File: src/rtl/fpg8_pkg.sv
// Shared definitions for the FPG8 control sequencer: opcodes, FSM state
// encodings and opcode/state classification helpers.
package fpg8_pkg;

    localparam logic [3:0] OP_NOP   = 4'b0000;
    localparam logic [3:0] OP_LOAD  = 4'b0001;
    localparam logic [3:0] OP_STORE = 4'b0010;
    localparam logic [3:0] OP_ADD   = 4'b0011;
    localparam logic [3:0] OP_SUB   = 4'b0100;
    localparam logic [3:0] OP_AND   = 4'b0101;
    localparam logic [3:0] OP_OR    = 4'b0110;
    localparam logic [3:0] OP_NOT   = 4'b0111;
    localparam logic [3:0] OP_CMP   = 4'b1000;
    localparam logic [3:0] OP_BR    = 4'b1001;
    localparam logic [3:0] OP_BZ    = 4'b1010;
    localparam logic [3:0] OP_BN    = 4'b1011;
    localparam logic [3:0] OP_HALT  = 4'b1111;

    typedef enum logic [3:0] {
        S_IDLE     = 4'd0,
        S_F_ADDR   = 4'd1,
        S_F_MEM    = 4'd2,
        S_DECODE   = 4'd3,
        S_OP_ADDR  = 4'd4,
        S_OP_READ  = 4'd5,
        S_LD_EXEC  = 4'd6,
        S_OP_WRITE = 4'd7,
        S_BR_READ  = 4'd8,
        S_ALU      = 4'd9,
        S_FAULT    = 4'd10
    } state_t;

    // Arithmetic/logic operations that write the accumulator (CMP excluded).
    function automatic logic is_alu(input logic [3:0] op);
        return (op >= OP_ADD) && (op <= OP_NOT);
    endfunction

    function automatic logic is_branch(input logic [3:0] op);
        return (op == OP_BR) || (op == OP_BZ) || (op == OP_BN);
    endfunction

    // Instructions with a data-memory operand.
    function automatic logic is_mem(input logic [3:0] op);
        return (op == OP_LOAD) || (op == OP_STORE);
    endfunction

    // States that wait on the memory handshake and are covered by the watchdog.
    function automatic logic is_mem_state(input state_t s);
        return (s == S_F_MEM) || (s == S_OP_READ) || (s == S_OP_WRITE) || (s == S_BR_READ);
    endfunction

    function automatic logic branch_taken(input logic [3:0] op, input logic z, input logic n);
        return (op == OP_BR) || ((op == OP_BZ) && z) || ((op == OP_BN) && n);
    endfunction

endpackage

File: src/rtl/mem_wait_timer.sv
// Watchdog counter for memory wait states; flags the cycle on which the
// MEM_TIMEOUT-th consecutive wait cycle occurs.
module mem_wait_timer #(
    parameter int MEM_TIMEOUT = 15,
    parameter int TMR_W       = 4
) (
    input  logic clk,
    input  logic reset,
    input  logic clear,
    input  logic count,
    output logic timeout
);

    localparam logic [TMR_W-1:0] CNT_MAX = '1;

    logic [TMR_W-1:0] cnt_q;
    logic [TMR_W-1:0] cnt_d;

    always_comb begin
        cnt_d = cnt_q;
        if (clear) begin
            cnt_d = '0;
        end else if (count && (cnt_q != CNT_MAX)) begin
            cnt_d = cnt_q + 1'b1;
        end
    end

    always_ff @(posedge clk or negedge reset) begin
        if (!reset) begin
            cnt_q <= '0;
        end else begin
            cnt_q <= cnt_d;
        end
    end

    // cnt_q holds the waits already seen, so this is the MEM_TIMEOUT-th wait.
    generate
        if (MEM_TIMEOUT > 0) begin : g_watchdog
            localparam logic [TMR_W-1:0] LAST_WAIT = TMR_W'(MEM_TIMEOUT - 1);
            assign timeout = count && (cnt_q == LAST_WAIT);
        end else begin : g_no_watchdog
            assign timeout = 1'b0;
        end
    endgenerate

endmodule

File: src/rtl/control_sequencer.sv
// Fetch/decode/execute sequencer for the FPG8 datapath: walks the instruction
// cycle and decodes every bus/register strobe from the current state.
module control_sequencer
    import fpg8_pkg::*;
#(
    parameter int MEM_TIMEOUT = 15,
    parameter int TMR_W       = 4
) (
    input  logic       clk,
    input  logic       reset,
    input  logic       run,
    input  logic       mem_ready,
    input  logic [3:0] IR_opcode,
    input  logic       IR_S,
    input  logic       PSW_Z,
    input  logic       PSW_N,
    output logic       pc_enable,
    output logic       pc_latch,
    output logic       pc_inc,
    output logic       mar_latch,
    output logic       ir_latch,
    output logic       mem_read,
    output logic       mem_write,
    output logic       mdr_latch,
    output logic       mdr_enable,
    output logic       acc_latch,
    output logic       acc_enable,
    output logic       alu_enable,
    output logic [3:0] alu_op,
    output logic       psw_latch,
    output logic       psw_enable,
    output logic       halted,
    output logic       fault
);

    state_t state_q;
    state_t state_d;
    logic   taken_q;
    logic   taken_d;
    logic   in_mem;
    logic   timeout;

    assign in_mem = is_mem_state(state_q);

    // Memory states never chain directly, so holding the counter clear outside
    // them guarantees it starts from zero on every entry.
    mem_wait_timer #(
        .MEM_TIMEOUT (MEM_TIMEOUT),
        .TMR_W       (TMR_W)
    ) u_mem_wait_timer (
        .clk     (clk),
        .reset   (reset),
        .clear   (!in_mem),
        .count   (in_mem && !mem_ready),
        .timeout (timeout)
    );

    always_comb begin
        state_d = state_q;
        taken_d = taken_q;
        case (state_q)
            S_IDLE:     if (run) state_d = S_F_ADDR;
            S_F_ADDR:   state_d = S_F_MEM;
            S_F_MEM: begin
                if (mem_ready)    state_d = S_DECODE;
                else if (timeout) state_d = S_FAULT;
            end
            S_DECODE: begin
                // Flags are captured here only; later PSW changes cannot flip the decision.
                taken_d = branch_taken(IR_opcode, PSW_Z, PSW_N);
                if (IR_opcode == OP_HALT)
                    state_d = S_IDLE;
                else if (is_alu(IR_opcode) || (IR_opcode == OP_CMP))
                    state_d = S_ALU;
                else if (is_mem(IR_opcode) || is_branch(IR_opcode))
                    state_d = S_OP_ADDR;
                else
                    state_d = S_F_ADDR;
            end
            S_OP_ADDR: begin
                if (IR_opcode == OP_LOAD)       state_d = S_OP_READ;
                else if (IR_opcode == OP_STORE) state_d = S_OP_WRITE;
                else if (is_branch(IR_opcode))  state_d = S_BR_READ;
                else                            state_d = S_F_ADDR;
            end
            S_OP_READ: begin
                if (mem_ready)    state_d = S_LD_EXEC;
                else if (timeout) state_d = S_FAULT;
            end
            S_LD_EXEC:  state_d = S_F_ADDR;
            S_OP_WRITE, S_BR_READ: begin
                if (mem_ready)    state_d = S_F_ADDR;
                else if (timeout) state_d = S_FAULT;
            end
            S_ALU:      state_d = S_F_ADDR;
            S_FAULT:    state_d = S_FAULT;
            default:    state_d = S_IDLE;
        endcase
    end

    always_ff @(posedge clk or negedge reset) begin
        if (!reset) begin
            state_q <= S_IDLE;
            taken_q <= 1'b0;
        end else begin
            state_q <= state_d;
            taken_q <= taken_d;
        end
    end

    always_comb begin
        pc_enable  = 1'b0;
        pc_latch   = 1'b0;
        pc_inc     = 1'b0;
        mar_latch  = 1'b0;
        ir_latch   = 1'b0;
        mem_read   = 1'b0;
        mem_write  = 1'b0;
        mdr_latch  = 1'b0;
        mdr_enable = 1'b0;
        acc_latch  = 1'b0;
        acc_enable = 1'b0;
        alu_enable = 1'b0;
        alu_op     = 4'b0000;
        psw_latch  = 1'b0;
        psw_enable = 1'b0;
        halted     = 1'b0;
        fault      = 1'b0;
        case (state_q)
            S_IDLE:  halted = 1'b1;
            S_F_ADDR, S_OP_ADDR: begin
                pc_enable = 1'b1;
                mar_latch = 1'b1;
            end
            S_F_MEM: begin
                mem_read = 1'b1;
                ir_latch = mem_ready;
                pc_inc   = mem_ready;
            end
            S_OP_READ: begin
                mem_read  = 1'b1;
                mdr_latch = mem_ready;
                pc_inc    = mem_ready;
            end
            S_LD_EXEC: begin
                mdr_enable = 1'b1;
                acc_latch  = 1'b1;
                psw_latch  = IR_S;
            end
            S_OP_WRITE: begin
                acc_enable = 1'b1;
                mem_write  = 1'b1;
                pc_inc     = mem_ready;
            end
            S_BR_READ: begin
                mem_read = 1'b1;
                pc_latch = mem_ready && taken_q;
                pc_inc   = mem_ready && !taken_q;
            end
            S_ALU: begin
                alu_enable = 1'b1;
                alu_op     = IR_opcode;
                acc_latch  = (IR_opcode != OP_CMP);
                psw_latch  = IR_S || (IR_opcode == OP_CMP);
            end
            S_FAULT: begin
                halted = 1'b1;
                fault  = 1'b1;
            end
            default: ;
        endcase
    end

endmodule

File: config.mk
export PLATFORM = sky130hd
export DESIGN_NAME = control_sequencer
export DESIGN_NICKNAME = d
export VERILOG_FILES = /design/src/rtl/fpg8_pkg.sv /design/src/rtl/mem_wait_timer.sv /design/src/rtl/control_sequencer.sv
export SDC_FILE = /design/constraint.sdc
export NUM_CORES = 1
export LEC_CHECK = 0
export ABC_AREA = 1
export CAP_MARGIN = 40
export CORE_MARGIN = 4
export CORE_UTILIZATION = 40
export DETAILED_ROUTE_END_ITERATION = 10
export GPL_ROUTABILITY_DRIVEN = 0
export HOLD_SLACK_MARGIN = 0.15
export PLACE_DENSITY = 0.82
export SLEW_MARGIN = 20
export SYNTH_ARGS = -nofsm -noshare
export SYNTH_HDL_FRONTEND = slang
export SYNTH_SLANG_ARGS = --single-unit
export TNS_END_PERCENT = 100
File: constraint.sdc
create_clock -name clk -period 3 [get_ports clk]
set_input_delay 0.3 -clock clk [delete_from_list [all_inputs] [get_ports clk]]
set_output_delay 0.3 -clock clk [all_outputs]
set_load 0.1 [all_outputs]
After elaboration in Yosys (flattened, before gate mapping)
Index checks and enable logic that the tools add are counted.

Register bits: 9. Bits of input ports: 11. Latch bits: 0. Memories kept: 0. Bits in writable memories: 0. Bits in read-only memories: 0.

Multipliers: 0. Bitwise operators: 0. Magnitude comparators: 2. Eq/ne operators: 22. Divide/modulo/power cells: 0. Reduce and logical (&&, ||, !) cells: 28. Shifts and indexed selects: 0. Add/sub/neg operators: 1. Muxes and demuxes: 28.

Operators with widths (count): $mux W4 (13); $eq A4 B4 Y1 const B (9); $pmux W4 S9 (1); $eq A4 B3 Y1 const B (4); $eq A4 B2 Y1 const B (3); $logic_or A1 B1 Y1 (11); $mux W1 (10); $eq A4 B1 Y1 const B (2); $logic_and A1 B1 Y1 (8); $ne A4 B4 Y1 const B (2); $reduce_or A2 Y1 (4); $pmux W1 S2 (3); $reduce_or A3 Y1 (2); $add A4 B1 Y4 const B (1); $ge A4 B2 Y1 const B (1); $le A4 B3 Y1 const B (1); $logic_not A4 Y1 (1); $mux W3 (1); $logic_not A1 Y1 (2); $ne A2 B1 Y1 const B (1); $ne A2 B2 Y1 const B (1).

Depth between registers and ports, before layout
Gate-level depths: netlist of the first run.

Depth in word-level cells: 9. Depth in mapped cells: 9.

Hierarchy
Synthesis of the first run repeated with hierarchy kept, for this count alone.

Cell total of the unflattened synthesis: 152. Area, all modules: 877.1 um^2.

Modules (own cells, without submodules): control_sequencer (cells an instance 119, area each 630.6 um^2, seq. area each 125.1 um^2, instances 1); mem_wait_timer (cells an instance 33, area each 246.5 um^2, seq. area each 100.1 um^2, instances 1).

Least setup slack after synthesis of the first run
No wires, ideal clock.

Kind: reg-to-output. Start: register state_q[3]. End: output port pc_inc. Path slack: -1.403 ns. Required time: 2.700 ns. Arrival time: 4.103 ns. Stages on the path, launching flop included: 6. Cells stage by stage: dfrtp_1 > inv_2 > nand2_1 > nor2_1 > nor3_1 > nor3_1.

Word-level cells in the longest chain between the ends: 3. Elaborated cells between the ends (all ways): 6. Classes of those cells: eq/ne: 4; mux: 1; reduce/logical: 1.

Ends and longest elaborated chain: start, declared (line control_sequencer.sv:36) `state_t state_q;`; start signal, assigned (line control_sequencer.sv:106) `state_q <= state_d;`; $eq A4 B2 Y1 / $eq A4 B3 Y1 (equally long branches) (line control_sequencer.sv:129) `case (state_q)`; $reduce_or A3 Y1 (no line); $pmux W1 S2 (*) (line control_sequencer.sv:129); end, declared (line control_sequencer.sv:19) `output logic pc_inc,`.

Mark *: on every way between the ends. The rest lies on a longest branch, timed or not.

Worst setup path after layout of the first run
Start: input port mem_ready. End: output port pc_latch.

Word-level cells in the longest chain between the ends: 2.

Ends and longest elaborated chain: start, declared (line control_sequencer.sv:12) `input logic mem_ready,`; $logic_and A1 B1 Y1 (line control_sequencer.sv:157) `pc_latch = mem_ready && taken_q;`; $mux W1 (line control_sequencer.sv:129); end, declared (line control_sequencer.sv:18) `output logic pc_latch,`.

Every way passes these cells.

==> results of run 1 <==
==> path summary, 6_finish.rpt <==
path | slack, ns | end | start | depth (start not counted)
setup / recovery | 0.93 | pc_latch | mem_ready | 4
hold / removal | 0.33 | state_q[2]$_DFFE_PN0P_ | reset | 1
setup reg to reg | 1.59 | state_q[2]$_DFFE_PN0P_ | state_q[1]$_DFFE_PN0P_ | 9
hold reg to reg | 0.56 | u_mem_wait_timer.cnt_q[0]$_DFFE_PN0P_ | u_mem_wait_timer.cnt_q[0]$_DFFE_PN0P_ | 1
max in group asynchronous | 2.40 | state_q[3]$_DFFE_PN0P_ | reset | 1
min in group clk | 0.56 | u_mem_wait_timer.cnt_q[0]$_DFFE_PN0P_ | u_mem_wait_timer.cnt_q[0]$_DFFE_PN0P_ | 1
==> final cells by class <==
cell class | count | area [sq um] | share of cell area (%)
Inverter | 21 | 78.8 | 6.70
Sequential cell | 9 | 225 | 19.1
Clock inverter | 1 | 5.00 | 0.425
Tap cell | 27 | 33.8 | 2.87
Clock buffer | 3 | 22.5 | 1.91
Multi-Input combinational cell | 109 | 569 | 48.4
Timing Repair Buffer | 29 | 243 | 20.6
==> power breakdown <==
| part | switching, mW | internal, mW | leakage [nW] |
|---|---|---|---|
| registers | 0.0424 | 0.155 | 0.121 |
| logic | 0.686 | 0.209 | 0.477 |
| clock network | 0.0412 | 0.0491 | 0.0177 |
==> synth_stat cells, drive strengths merged, types with 2 or more instances <==
| cell | count | share of area, % |
|---|---|---|
| o21ai | 10 | 6.4 |
| nand2 | 33 | 16 |
| nor3 | 4 | 2.2 |
| nor2 | 35 | 17 |
| buf | 4 | 3.1 |
| o211ai | 5 | 4.2 |
| ha | 2 | 2.8 |
| a21oi | 4 | 2.7 |
| dfrtp | 9 | 25 |
| inv | 21 | 8.8 |
| nand3 | 6 | 3.4 |
==> flip-flops by register name (all words and copies together) (netlist names) <==
name,count
taken_q,1
state_q,4
u_mem_wait_timer.cnt_q,4
==> kinds of logic after synthesis <==
| logic type | after synthesis | synth area share [%] |
|---|---|---|
| other cells | 1 | 0.420 |
| buf+inv | 25 | 11.9 |
| compound gates | 24 | 17.6 |
| flops | 9 | 25.2 |
| xor+xnor | 2 | 1.96 |
| fa+ha+maj | 2 | 2.80 |
| simple gates | 80 | 40.1 |
==> through the flow <==
step | instance area (sq um) | hold slack (ns) | utilization (%)
final | 1180 | 0.328 | 57.7
after detailed placement | 1150 | 0.550 | 56.3
after global placement | 1150 | 0.530 | 56.3
after CTS | 1180 | 0.331 | 57.7
after floorplan | 901 | 0.00441 | -
after global routing | 1180 | 0.353 | 57.7
==> metal layers <==
layer / global-route usage (%) / part of all wire [%] / vias up
met5: 0 / 0 / -
met4: 6.60 / 0.88 / 0
met3: 1.17 / 5.3 / 2
met2: 26.2 / 50 / 36
met1: 17.5 / 44 / 452
li1: - / - / 516
==> results.cfg, run 1 <==
[outcome]
result_of_the_run = complete, no violations

[die]
rows = 16
die_area_sq_um = 3050
die_extent_in_x_microns = 55.3
core-area_sq_um = 2040
initial_core_util_pct = 43.8
io_pins = 31
die_height_microns = 55.3

[clocking]
cts_tree = done
clk_latency_ns = 0.26
worst_setup_hold_path_clk_slew_ns = 0.06
post_cts_hold_buffer_count = 0
root_buffer = clkbuf_4
total_of_cells_resized_after_clock_tree_synthesis = 0
cts.path.max_buffers = 2
postCtsSetupBuffers = 0
tritoncts_num_sinks = 9
clock_tree.htree_level_count = 1
cts_made_buffers = 3

[synth]
seq_area_frac_synth_pct = 25.2
synth-async-reset-ratio_pct = 100
synth_nets = 156
synth_area_sq_um = 893
ys_types = 30
synth_ff_type = dfrtp_1
yosys_warnings = 0
synth_enable_flop_cells = 0
postSynthRegisterBits = 9
synthCells = 143
synthesis.area_per_instance_sq_um = 6.25

[sta]
layout_min_cycle_time_ns = 2.07
finalClockSkew_ns = 0.00118
timing.setup.tns_ns = 0
post-route-worst-setup-slack_ns = 0.930
hold_viol = 0
maxClockFrequency_mhz = 483
timing.final.setup_violations = 0
finalMaxSlewViolations = 0
timing.final.crit_share_pct = 69.0
unrepaired_setup_endpoints_after_global_routing = no

[power_and_ir_drop]
fin_total_pwr_mw = 1.18
irDropWorstVdd_mv = 0.589
power.density_cell_area_nw_per_um2 = 1000
cellLeakagePower_nw = 0.615

[placement]
io_buffer_count = 29
dp_hpwl_mm = 1.89
dp_worst_setup_slack_ns = 0.935
placed_cells = 195

[critical_path]
timing.critical_path.slowest_cell_delay_ns = 0.74
worstPathRequired_ns = 2.70
cp_cell_sequence = clkdlybuf4s50_1, inv_1, nor3_1, buf_4
worst_path_max_delay_cell = clkdlybuf4s50_1
critical-path-top-delay-family = buffers and inverters
worstSetupStartpointType = primary input
worst-endpoint-arrival_ns = 1.77
crit_path_end_kind = output port
criticalPathCategory = primary input to output port
worstPathBufferInverterCount = 3
critical_path_peak_fanout = 12

[global_routing]
largest_net_degree_at_the_start_of_global_routing = 13
grt_pass1_wl_mm = 3.74
first_global_vias = 930
grt_overflow = 0
all_layer_gr_usage_pct = 14.6
antenna_found_initial = 0

[drt]
detail_route.vias_per_cell = 5.06
final_ant_viol_nets = 0
initialDrtViolationCount = 13
vias = 1006
total_drc_errors_in_the_routed_layout = 0
detail_route.wl_per_cell_microns = 10.9
wirelength_mm = 2.16
drt_first_pass_iters = 4

[cells_and_area]
fillers = 205
antenna-diode-count = 0
stdcell_count = 199
most_frequent_standard_cell_in_the_layout_excluding_fill_and_tap_cells = nor2_1
final_nets = 186
syn2layout_area_growth_pct = 31.8
layout-drive-gt1-share_pct = 22.7
mostFrequentLayoutCells = 30 x nor2_1, 29 x nand2_1, 19 x inv_1, 19 x buf_4, 10 x clkdlybuf4s50_1

[worst_hold_path]
holdCritPathClass = primary input to async pin

[flow_run]
maxCapViolations = 0
Note: power is estimated with default switching activity, not from simulation.
==> run 2, diff against run 1 <==
clock period = 2.1 ns   (was 3 ns; I/O delays follow)
==> results.cfg, run 2 (synthesis results as in run 1) <==
[power_and_ir_drop]
irDropWorstVdd_mv = 1.52
cellLeakagePower_nw = 0.671
power.density_cell_area_nw_per_um2 = 1370
fin_total_pwr_mw = 2.01

[critical_path]
rr_worst_depth = 9
crit_path_end_kind = output port
worstSetupStartpointType = register
critical_path_destination = pc_inc
timing.critical_path.from = state_q[1]$_DFFE_PN0P_
critical_path.reg2reg.endpoint = state_q[2]$_DFFE_PN0P_
worst-endpoint-arrival_ns = 1.72
criticalPathCategory = register to output port
critical_path_peak_fanout = 7
r2r-start = state_q[1]$_DFFE_PN0P_
r2r_setup_slack_ns = 0.62
worstPathRequired_ns = 1.89

[drt]
top_signal_layer_used = met4
wirelength_mm = 2.53
total_drc_errors_in_the_routed_layout = 0
drt-met1-wl_mm = 1.03
initialDrtViolationCount = 40
final_ant_viol_nets = 0
drt_first_pass_iters = 4
wl_met2_mm = 1.25
detail_route.wl_per_cell_microns = 12.7
vias = 1057
detail_route.vias_per_cell = 5.29
met3_length_microns = 187

[cells_and_area]
stdcell_count = 200
final_nets = 187
antenna-diode-count = 0
layout-drive-gt1-share_pct = 30.6
fillers = 153
mostFrequentLayoutCells = 27 x nand2_1, 23 x nor2_1, 19 x buf_12, 18 x inv_1
biggestRegsByFlops = state_q x4, u_mem_wait_timer.cnt_q x4, taken_q x1
most_frequent_standard_cell_in_the_layout_excluding_fill_and_tap_cells = nand2_1
syn2layout_area_growth_pct = 64.3

[placement]
dp_worst_setup_slack_ns = 0.296
io_buffer_count = 29
dp_hpwl_mm = 2.20
placed_cells = 196

[clocking]
tritoncts_num_sinks = 9
clock_tree.htree_level_count = 1
clk_latency_ns = 0.27
cts_tree = done
root_buffer = clkbuf_4
cts_made_buffers = 3
postCtsSetupBuffers = 0
worst_setup_hold_path_clk_slew_ns = 0.07
cts.path.max_buffers = 2

[die]
die_area_sq_um = 3050
initial_core_util_pct = 43.8
core-area_sq_um = 2040
io_pins = 31
die_height_microns = 55.3
die_extent_in_x_microns = 55.3
rows = 16

[sta]
finalMaxSlewViolations = 0
maxClockFrequency_mhz = 519
layout_min_cycle_time_ns = 1.93
timing.final.setup_violations = 0
hold_viol = 0
unrepaired_setup_endpoints_after_global_routing = no
post-route-worst-setup-slack_ns = 0.173
finalClockSkew_ns = 0.00210
timing.final.crit_share_pct = 91.8

[global_routing]
largest_net_degree_at_the_start_of_global_routing = 12
grt_pass1_wl_mm = 4.55
antenna_found_initial = 0
all_layer_gr_usage_pct = 18.3
grt_overflow = 0
first_global_vias = 1018

[outcome]
result_of_the_run = complete, no violations

[flow_run]
maxCapViolations = 0

[worst_hold_path]
holdCritPathClass = primary input to async pin
[run 2: cell types whose count changed in the layout (fill, tap and decap cells not counted), moves of 2 or more]
cell	change
buf_12	+19
o21ai_2	+2
nor2_2	+7
nor2_1	-7
nand2_1	-2
nand2_2	+2
buf_4	-18
[run 2: per-layer routing]
layer / GRT usage, % / vias to the layer above
li1: - / 518
met1: 22.1 / 477
met2: 30.2 / 53
met3: 3.50 / 9
met4: 10.1 / 0
met5: 0 / -
[run 2: worst max-delay path: stages (launching register included)]
cell	delay (ns)
dfrtp_1	0.47
inv_1	0.11
nor2_1	0.18
nand2_2	0.12
nand2_4	0.11
nor2_4	0.06
nor3_4	0.19
buf_12	0.20
[run 2: cell type report]
cell class	instances	area (sq um)	area share, %
multi-input combinational	109	611	41.6
timing repair buffer	30	488	33.2
sequential	9	225	15.3
inverter	21	82.6	5.63
tap	27	33.8	2.30
clock buffer	3	22.5	1.53
clock inverter	1	5.00	0.341
[run 2: how the worst min path moves through the flow]
stage | start | endpoint | cells after the start
after floorplan | reset | state_q[0]$_DFFE_PN0P_ | 0
after global placement | u_mem_wait_timer.cnt_q[0]$_DFFE_PN0P_ | u_mem_wait_timer.cnt_q[0]$_DFFE_PN0P_ | 1
after detailed placement | reset | u_mem_wait_timer.cnt_q[3]$_DFFE_PN0P_ | 1
after CTS | reset | u_mem_wait_timer.cnt_q[3]$_DFFE_PN0P_ | 1
after global routing | reset | u_mem_wait_timer.cnt_q[3]$_DFFE_PN0P_ | 1
final | reset | u_mem_wait_timer.cnt_q[3]$_DFFE_PN0P_ | 1
[run 2: repair_timing]
| item | 4_1_cts | 5_1_grt |
|---|---|---|
| endpoints found under the hold margin | 0 | 0 |
| hold buffers | 0 | 0 |
| setup endpoints to repair | 0 | 2 |
| gates resized for setup | 0 | 1 |
[run 2: power by group]
| part | leakage, nW | internal [mW] | switching [mW] |
|---|---|---|---|
| registers | 0.121 | 0.221 | 0.0623 |
| clock network | 0.0177 | 0.0706 | 0.0689 |
| logic | 0.532 | 0.513 | 1.08 |
| total | 0.671 | 0.805 | 1.21 |
[run 2: metrics by stage]
| stage | util [%] | TNS, ns | hold slack (ns) | cell area [sq um] |
|---|---|---|---|---|
| floorplan | - | -0.496 | -0.0856 | 943 |
| global placement | 70.4 | 0 | 0.515 | 1440 |
| detailed placement | 70.4 | 0 | 0.533 | 1440 |
| CTS | 71.8 | 0 | 0.243 | 1470 |
| global route | 71.9 | 0 | 0.260 | 1470 |
| finish | 71.9 | 0 | 0.234 | 1470 |
